File: config.mk
export PLATFORM = sky130hd
export DESIGN_NAME = riscv_lsu
export DESIGN_NICKNAME = d
export VERILOG_FILES = /design/src/rtl/riscv_lsu_pkg.sv /design/src/rtl/riscv_lsu_align.sv /design/src/rtl/riscv_lsu.sv
export SDC_FILE = /design/constraint.sdc
export NUM_CORES = 1
export LEC_CHECK = 0
export ABC_AREA = 1
export CORE_ASPECT_RATIO = 1.2
export CORE_UTILIZATION = 44
export CTS_BUF_LIST = sky130_fd_sc_hd__clkbuf_8
export DETAILED_ROUTE_END_ITERATION = 7
export GPL_TIMING_DRIVEN = 1
export PLACE_DENSITY = 0.77
export SYNTH_ARGS = -nofsm -noshare
export SYNTH_HDL_FRONTEND = slang
export SYNTH_SLANG_ARGS = --single-unit
File: constraint.sdc
create_clock -name clk -period 4.3 [get_ports clk]
set_input_delay 0.86 -clock clk [delete_from_list [all_inputs] [get_ports clk]]
set_output_delay 0.86 -clock clk [all_outputs]
set_load 0.01 [all_outputs]
File: src/rtl/riscv_lsu_pkg.sv
// Shared constants and types for the RISC-V load/store unit.
// Holds funct3 encodings, byte-enable masks and the FSM state encoding.
package riscv_lsu_pkg;

   localparam logic [2:0] F3_B  = 3'b000;
   localparam logic [2:0] F3_H  = 3'b001;
   localparam logic [2:0] F3_W  = 3'b010;
   localparam logic [2:0] F3_BU = 3'b100;
   localparam logic [2:0] F3_HU = 3'b101;

   localparam logic [3:0] BE_B = 4'b0001;
   localparam logic [3:0] BE_H = 4'b0011;
   localparam logic [3:0] BE_W = 4'b1111;

   typedef enum logic [1:0] {
      S_IDLE = 2'd0,
      S_REQ  = 2'd1,
      S_RESP = 2'd2,
      S_DONE = 2'd3
   } lsu_state_e;

endpackage

File: src/rtl/riscv_lsu_align.sv
// Combinational lane logic: byte enables, store-data replication,
// load extraction with sign/zero extension, and access legality.
module lsu_align
   import riscv_lsu_pkg::*;
(
   input  logic [2:0]  funct3,
   input  logic [1:0]  off,
   input  logic [31:0] wdata,
   input  logic [31:0] rdata,
   output logic [3:0]  be,
   output logic [31:0] wdata_rep,
   output logic [31:0] rdata_ext,
   output logic        misalign,
   output logic        illegal
);

   logic [31:0] lane;

   // Shift the addressed lane down to bit 0 before extension.
   assign lane = rdata >> {off, 3'b000};

   always_comb begin
      be        = '0;
      wdata_rep = wdata;
      rdata_ext = '0;
      misalign  = 1'b0;
      illegal   = 1'b0;
      case (funct3)
         F3_B: begin
            be        = BE_B << off;
            wdata_rep = {4{wdata[7:0]}};
            rdata_ext = {{24{lane[7]}}, lane[7:0]};
         end
         F3_BU: begin
            be        = BE_B << off;
            wdata_rep = {4{wdata[7:0]}};
            rdata_ext = {24'h0, lane[7:0]};
         end
         F3_H: begin
            be        = BE_H << off;
            wdata_rep = {2{wdata[15:0]}};
            rdata_ext = {{16{lane[15]}}, lane[15:0]};
            misalign  = off[0];
         end
         F3_HU: begin
            be        = BE_H << off;
            wdata_rep = {2{wdata[15:0]}};
            rdata_ext = {16'h0, lane[15:0]};
            misalign  = off[0];
         end
         F3_W: begin
            be        = BE_W;
            rdata_ext = rdata;
            misalign  = (off != 2'b00);
         end
         default: illegal = 1'b1;
      endcase
   end

endmodule

File: src/rtl/riscv_lsu.sv
// Load/store unit: latches a core access, runs a req/gnt/rvalid memory
// handshake with timeout, stalls the core and reports a one-cycle completion.
module riscv_lsu
   import riscv_lsu_pkg::*;
#(
   parameter int ADDR_W  = 8,
   parameter int TIMEOUT = 15,
   parameter int CNT_W   = 4
) (
   input  logic              clk,
   input  logic              rset,
   input  logic              lsu_valid,
   input  logic              lsu_we,
   input  logic [2:0]        lsu_funct3,
   input  logic [31:0]       lsu_addr,
   input  logic [31:0]       lsu_wdata,
   output logic              lsu_stall,
   output logic              lsu_done,
   output logic              lsu_err,
   output logic [31:0]       lsu_rdata,
   output logic              MEM_req,
   output logic              MEM_we,
   output logic [ADDR_W-1:0] MEM_addr,
   output logic [3:0]        MEM_be,
   output logic [31:0]       MEM_wDATA,
   input  logic              MEM_gnt,
   input  logic              MEM_rvalid,
   input  logic [31:0]       MEM_rData,
   output lsu_state_e        dbg_state
);

   localparam logic [CNT_W-1:0] TO_LAST = CNT_W'((TIMEOUT == 0) ? 0 : TIMEOUT - 1);

   lsu_state_e          state, state_n;
   logic                we_q;
   logic [2:0]          f3_q;
   logic [ADDR_W+1:0]   addr_q;
   logic [31:0]         wdata_q;
   logic                err_q, err_n;
   logic [31:0]         rdata_q, rdata_n;
   logic [CNT_W-1:0]    cnt, cnt_n;

   logic                in_idle, in_req, in_resp, in_done;
   logic [2:0]          a_f3;
   logic [1:0]          a_off;
   logic [3:0]          a_be;
   logic [31:0]         a_wdata_rep, a_rdata_ext;
   logic                a_misalign, a_illegal;
   logic                bad, to_hit;
   logic                addr_unused;

   assign addr_unused = ^lsu_addr[31:ADDR_W+2];

   assign in_idle = (state == S_IDLE);
   assign in_req  = (state == S_REQ);
   assign in_resp = (state == S_RESP);
   assign in_done = (state == S_DONE);

   // In IDLE the lane logic judges the live request; afterwards it works on the latched one.
   assign a_f3  = in_idle ? lsu_funct3    : f3_q;
   assign a_off = in_idle ? lsu_addr[1:0] : addr_q[1:0];

   lsu_align u_align (
      .funct3    (a_f3),
      .off       (a_off),
      .wdata     (wdata_q),
      .rdata     (MEM_rData),
      .be        (a_be),
      .wdata_rep (a_wdata_rep),
      .rdata_ext (a_rdata_ext),
      .misalign  (a_misalign),
      .illegal   (a_illegal)
   );

   assign bad    = a_misalign | a_illegal | (lsu_we & lsu_funct3[2]);
   assign to_hit = (TIMEOUT != 0) && (cnt == TO_LAST);

   // Memory handshake: MEM_req with stable fields until the cycle MEM_gnt is high;
   // read data is taken on MEM_rvalid from the cycle after the grant onwards.
   always_comb begin
      state_n = state;
      cnt_n   = cnt;
      err_n   = err_q;
      rdata_n = rdata_q;
      case (state)
         S_IDLE: begin
            if (lsu_valid) begin
               cnt_n   = '0;
               rdata_n = '0;
               err_n   = bad;
               state_n = bad ? S_DONE : S_REQ;
            end
         end
         S_REQ: begin
            if (MEM_gnt) begin
               cnt_n   = '0;
               state_n = we_q ? S_DONE : S_RESP;
            end else if (to_hit) begin
               err_n   = 1'b1;
               state_n = S_DONE;
            end else begin
               cnt_n = cnt + 1'b1;
            end
         end
         S_RESP: begin
            if (MEM_rvalid) begin
               rdata_n = a_rdata_ext;
               state_n = S_DONE;
            end else if (to_hit) begin
               err_n   = 1'b1;
               state_n = S_DONE;
            end else begin
               cnt_n = cnt + 1'b1;
            end
         end
         S_DONE: state_n = S_IDLE;
         default: state_n = S_IDLE;
      endcase
   end

   always_ff @(posedge clk or negedge rset) begin
      if (!rset) begin
         state   <= S_IDLE;
         we_q    <= 1'b0;
         f3_q    <= '0;
         addr_q  <= '0;
         wdata_q <= '0;
         err_q   <= 1'b0;
         rdata_q <= '0;
         cnt     <= '0;
      end else begin
         state   <= state_n;
         cnt     <= cnt_n;
         err_q   <= err_n;
         rdata_q <= rdata_n;
         if (in_idle && lsu_valid) begin
            we_q    <= lsu_we;
            f3_q    <= lsu_funct3;
            addr_q  <= lsu_addr[ADDR_W+1:0];
            wdata_q <= lsu_wdata;
         end
      end
   end

   // Reset gates the one input-driven output so everything reads 0 under rset.
   assign lsu_stall = rset & ((in_idle & lsu_valid) | in_req | in_resp);
   assign lsu_done  = in_done;
   assign lsu_err   = in_done & err_q;
   assign lsu_rdata = in_done ? rdata_q : '0;
   assign MEM_req   = in_req;
   assign MEM_we    = in_req & we_q;
   assign MEM_addr  = in_req ? addr_q[ADDR_W+1:2] : '0;
   assign MEM_be    = in_req ? a_be : '0;
   assign MEM_wDATA = (in_req & we_q) ? a_wdata_rep : '0;
   assign dbg_state = state;

endmodule

# --- Yosys cells after proc, flatten, opt, wreduce, memory -nomap -nowiden ---
# Index checks and enable logic that the tools add are counted.
totals:
  register_bits: 85
  elab_cells: 76
  in_bits: 105
  output_inout_bits: 83
op_classes:
  eq_ne: 12
  n_reduce_logical: 12
  add_sub_neg: 1
  muxes: 31
  bitwise: 9
  n_shift: 3
ops:
  columns: ["operator", "n"]
  rows:
  - ["one-hot mux 32 bit (5 select lines)", 1]
  - ["2-to-1 mux 32 bit", 4]
  - ["one-hot mux 32 bit (2 select lines)", 2]
  - [">> shifter 32 x 5 -> 16 bit", 1]
  - ["one-hot mux 4 bit (3 select lines)", 2]
  - ["2-to-1 mux 4 bit", 5]
  - ["2-to-1 mux 2 bit", 6]
  - ["2-to-1 mux 8 bit", 1]
  - ["!= test 2 bit (second input constant)", 4]
  - ["one-hot mux 2 bit (4 select lines)", 1]
  - ["equality test 3 bit (second input constant)", 2]
  - ["2-to-1 mux 1 bit", 6]
  - ["AND reduction 3 bit", 2]
  - ["AND 1 bit", 5]
  - ["OR reduction 5 bit", 1]
  - ["adder 4 x 1 -> 4 bit (second input constant)", 1]
  - ["equality test 2 bit (second input constant)", 2]
  - ["equality test 4 bit (second input constant)", 1]
  - ["OR 1 bit", 4]
  - ["AND reduction 4 bit", 1]
  - ["nonzero test 2 bit", 2]
  - ["OR reduction 2 bit", 2]
  - ["<< shifter 1 x 2 -> 4 bit (first input constant)", 1]
  - ["<< shifter 2 x 2 -> 4 bit (first input constant)", 1]
  - ["10 further kinds", 10]

# --- Logic depth before layout (Yosys ltp) ---
logic_depth:
  depth_word: 10
  mapped_depth: 13
  depth_no_buf: 12

# --- By module ---
# A second synthesis with hierarchy kept.
unflattened:
  cells_unflattened: 804
  hier_area_um2: 5698.0
by_module_without_submodules:
  columns: ["mod", "cells_per_inst", "area_each_um2", "n_inst", "seq_area_each_um2"]
  rows:
  - ["riscv_lsu", 510, 4342.9, 1, 2127.0]
  - ["lsu_align", 294, 1355.0, 1, 0.0]

# --- Worst setup path before layout ---
# No wires, ideal clock.
synth_path:
  path_type: "reg2out"
  start: "reg state[1], in the netlist dbg_state[1]"
  end: "out MEM_wDATA[30]"
  arrival_time_ps: 1770
  slack_ps: 1670
  required_ps: 3440
  n_path_buf: 1
  stages_incl_launch_ff: 8
  path_cell_list: "dfrtp_1 > inv_1 > ha_1 > nand2_1 > inv_1 > clkbuf_1 > o21ai_0 > nor2_1"
synth_between:
  word_cells_on_any_way: 12
  cone_classes: "eq/ne: 4; mux: 3; bitwise: 1; reduce/logical: 4"
synth_rtl:
  columns: ["element", "line_no", "text"]
  rows:
  - ["from (decl)", "riscv_lsu.sv:34", "lsu_state_e state, state_n;"]
  - ["from (signal assigned)", "riscv_lsu.sv:132", "state <= state_n;"]
  - ["equality test 2 x 1 -> 1 bit", "riscv_lsu.sv:55", "assign in_req = (state == S_REQ);"]
  - ["net MEM_req", "riscv_lsu.sv:21", "output logic MEM_req,"]
  - ["AND 1 bit", null, null]
  - ["net MEM_we", "riscv_lsu.sv:22", "output logic MEM_we,"]
  - ["2-to-1 mux 32 bit", "riscv_lsu.sv:154", "assign MEM_wDATA = (in_req & we_q) ? a_wdata_rep : '0;"]
  - ["to (decl)", "riscv_lsu.sv:25", "output logic [31:0] MEM_wDATA,"]
# The timed path passes the listed nets, and every way through them passes these cells.

# --- Final worst setup path ---
layout_path:
  start: "reg state[0], in the netlist dbg_state[0]"
  end: "out MEM_wDATA[15]"
layout_between:
  elab_chain_cells: 6
  word_cells_on_any_way: 12
  cone_classes: "eq/ne: 4; mux: 3; bitwise: 1; reduce/logical: 4"
layout_lines:
  columns: ["element", "line_no", "text"]
  rows:
  - ["logical NOT 2 bit", "riscv_lsu.sv:54", "assign in_idle = (state == S_IDLE);"]
  - ["2-to-1 mux 3 bit", "riscv_lsu.sv:60", "assign a_f3 = in_idle ? lsu_funct3 : f3_q;"]
  - ["equality test 3 x 1 -> 1 bit, or another cell as far along", "riscv_lsu_align.sv:28", "case (funct3)"]
  - ["OR reduction 2 bit (no line)", null, null]
  - ["one-hot mux 32 bit (2 select lines)", "riscv_lsu_align.sv:28", null]
  - ["2-to-1 mux 32 bit *", "riscv_lsu.sv:154", null]
# Mark *: on every way between the ends. The rest lies on a longest branch, timed or not.

==> flow_summary_export.csv <==
group,metric,value,unit
timing,grt_setup_unrepaired,"no",
drt,via_count,5422,
timing,final_max_slew_viol_count,0,
global_route,grt_pass1_wl,24.3,mm
synthesis,synth.distinct_cells,34,
global_route,grt_max_degree,67,
drt,wl,15.0,mm
worst_setup_path,cp-end-kind,"output port",
worst_setup_path,reg2reg_setup_slack,1.47,ns
power_and_ir_drop,switching_share,0.472,
synthesis,synth_area_leaders,"dfrtp_1 40%, nand2_1 27%, inv_1 6.3%",
timing,fin_crit,3.90,ns
outcome,outcome,"completed",
global_route,use_met2,0.414,
timing,tightest_slew,0.930,ns
global_route,grt_use_met1,0.318,
drt,drc,0,
die,ioPinCount,188,
die,die_h,122,um
drt,post_drt_wl_per_cell,13.4,um
synthesis,ys_seq_area_frac,0.403,
synthesis,yosysMostFrequentCell,"nand2_1",
die,rows,43,
synthesis,avgSynthCellArea,6.53,um^2
global_route,grt_pass1_vias,5028,
power_and_ir_drop,p_clk_frac,0.118,
synthesis,yosysTopAreaCell,"dfrtp_1",
power_and_ir_drop,p_leak,3.90,nW
flow_run,max_cap_viol_count,0,
clocking,path_clk_slew,0.08,ns
layout,area_growth,35.9,%
synthesis,yosys_most_used_dff,"dfrtp_1",
synthesis,yosys.area.top_type_share,0.403,
synthesis,yosys-top-cells-count,"383 x nand2_1, 89 x inv_1, 85 x dfrtp_1",
global_route,met3_usage,0.0769,
power_and_ir_drop,p_per_area,665,nW/um^2
power_and_ir_drop,pwr-share-comb,0.596,
layout,design_area,7180,um^2
layout,final_util,0.618,
synthesis,yosys_warnings,0,
power_and_ir_drop,report.power.total,4.77,mW
clocking,cts_buffers,9,
clocking,cts_tree,"done",
placement,hpwl,10.7,mm
placement,dp_cells,1102,
worst_setup_path,crit_type,"flop to output port",
die,initial_core_util,0.455,
timing,fin_ws,0.399,ns
worst_setup_path,r2r-end,"rdata_q[8]",
global_route,grt_overflow_total,0,
worst_setup_path,worstPathArrival,3.04,ns
timing,hold-worst-slack,0.363,ns
worst_setup_path,crit_end,"MEM_wDATA[15]",
power_and_ir_drop,irDropWorstVdd,0.000333,V
clocking,cts_htree_levels,3,
synthesis,synth_area,5280,um^2
power_and_ir_drop,p_int,2.52,mW
timing,setup_viol,0,
worst_setup_path,cp-startpoint,"dbg_state[0]",
die,dieArea,12500,um^2
worst_setup_path,crit_chain,"inv_1 -> ha_2 -> inv_2 -> nand2_1 -> nand2_4 -> nand2_2 -> inv_1 -> nand2_1 -> o211ai_1 -> a21oi_1 -> clkdlybuf4s50_1",
drt,vias_per_cell,4.85,
global_route,antenna_found_initial,0,
timing,min_period_over_period,0.907,
layout,final_cells,1118,
placement,placed_cell_area,6980,um^2
power_and_ir_drop,power_frac_seq,0.286,
worst_setup_path,crit_fanout,26,
worst_setup_path,cp.required,3.44,ns
worst_setup_path,cp_slowest_stage_delay,0.58,ns
timing,max_freq,256,MHz
power_and_ir_drop,p_sw,2.25,mW
synthesis,netlist_instances,809,
drt,dr.first_iter.drc_count,320,
layout,nets,1067,
layout,drive_gt1_frac,0.0520,
clocking,post-cts-setup-buffers,0,
clocking,cts_max_path_buffers,2,
synthesis,synth_nets,920,
timing,hold_viol_final,0,
synthesis,synth_seq_cells,85,
placement,portBuffers,165,
clocking,cts_root_buf,"clkbuf_8",
clocking,clkLatencyLatePin,0.36,ns
timing,fin_worst_skew,0.00819,ns
global_route,grt_usage,0.254,
die,die_w,102,um
clocking,clock_sinks,85,
clocking,ctsHoldBuffers,0,
placement,dp_slack,0.495,ns
worst_hold_path,hold_class,"input port to asynchronous set/reset pin",
timing,slew_headroom,0.380,
worst_setup_path,slowest_stage,"clkdlybuf4s50_1",
die,coreArea,11600,um^2
global_route,busiest_layer,"met2",
worst_setup_path,r2r_start,"dbg_state[0]",
layout,diodes,0,
drt,ant_nets,0,
synthesis,async_reset_ff_frac,1.00,
worst_setup_path,critPathLaunchType,"flop",
synthesis,synth-edff-count,0,
timing,setup_tns,0,ns
worst_setup_path,rr_worst_depth,12,
drt,first_pass_iters,4,
placement,routabilityCongestion,0.905,
registers in the layout, summed over array words and instances (netlist names):
name,flops
rdata_q,32
wdata_q,32
addr_q,10
cnt,4
f3_q,3
dbg_state,2
err_q,1
we_q,1
worst min path at each step:
stage	to	slack, ns	cells past startpoint
global placement	wdata_q[18]	0.46	2
finish	wdata_q[13]	0.36	1
floorplan	wdata_q[16]	0.44	2
global route	wdata_q[13]	0.36	1
detailed placement	wdata_q[23]	0.46	2
CTS	addr_q[6]	0.35	1
critical path: cells and delay by family, from the launching register on:
kind	cells	cell delay, ns
simple gates	4	0.63
flops	1	0.42
buf+inv	4	0.99
compound gates	2	0.25
fa+ha+maj	1	0.39
cell type report:
class,instances,area (um^2)
repair buffers,176,1730
inverters,94,355
well taps,157,196
multi-input cells,590,2570
fillers,1141,4440
clock buffers,10,138
flip-flops and latches,85,2130
clock inverters,6,55.1
per-layer routing:
metal / wire length [um] / vias up / share of wire
met5: 0 / - / 0
met1: 6310 / 2440 / 0.42
li1: - / 2777 / -
met3: 1310 / 19 / 0.087
met2: 7110 / 186 / 0.47
met4: 301 / 0 / 0.020
repair_timing:
action / 4_1_cts / 5_1_grt
hold endpoints to repair: 0 / 0
setup endpoints to repair: 0 / 6
resized for setup: 0 / 1
placed cells by master (no fill, tap or decap), types with 2 or more instances in the layout:
cell / netlist / final
o22ai_1: 10 / 10
a21oi_1: 28 / 28
clkinv_2: 0 / 2
ha_1: 6 / 5
inv_2: 3 / 3
nand3_1: 65 / 65
inv_1: 89 / 91
clkbuf_8: 0 / 10
nand2_2: 9 / 9
nor2_1: 35 / 35
o21ai_0: 33 / 33
nand4_1: 2 / 2
nand2_4: 2 / 2
nand2_1: 383 / 383
clkdlybuf4s50_1: 0 / 164
a22oi_1: 2 / 2
dfrtp_1: 85 / 85
buf_4: 7 / 12
nor2_2: 2 / 2
kinds of logic after synthesis:
logic type,Yosys count,share of synthesized area
and+or+nand+nor,503,0.386
buffers and inverters,134,0.111
DFF,85,0.403
AOI/OAI and AO/OA,80,0.0852
adders and majority gates,6,0.0142
xor gates and xnor gates,1,0.00166
power groups by stage:
| stage | combinational [mW] | sequential (mW) | clock (mW) |
|---|---|---|---|
| floorplan | 2.00 | 1.33 | 0 |
| global placement | 2.81 | 1.37 | 0 |
| detailed placement | 2.84 | 1.37 | 0 |
| CTS | 2.85 | 1.36 | 0.580 |
| global route | 3.23 | 1.42 | 0.612 |
| finish | 2.85 | 1.36 | 0.563 |
Note: power is estimated with default switching activity, not from simulation.
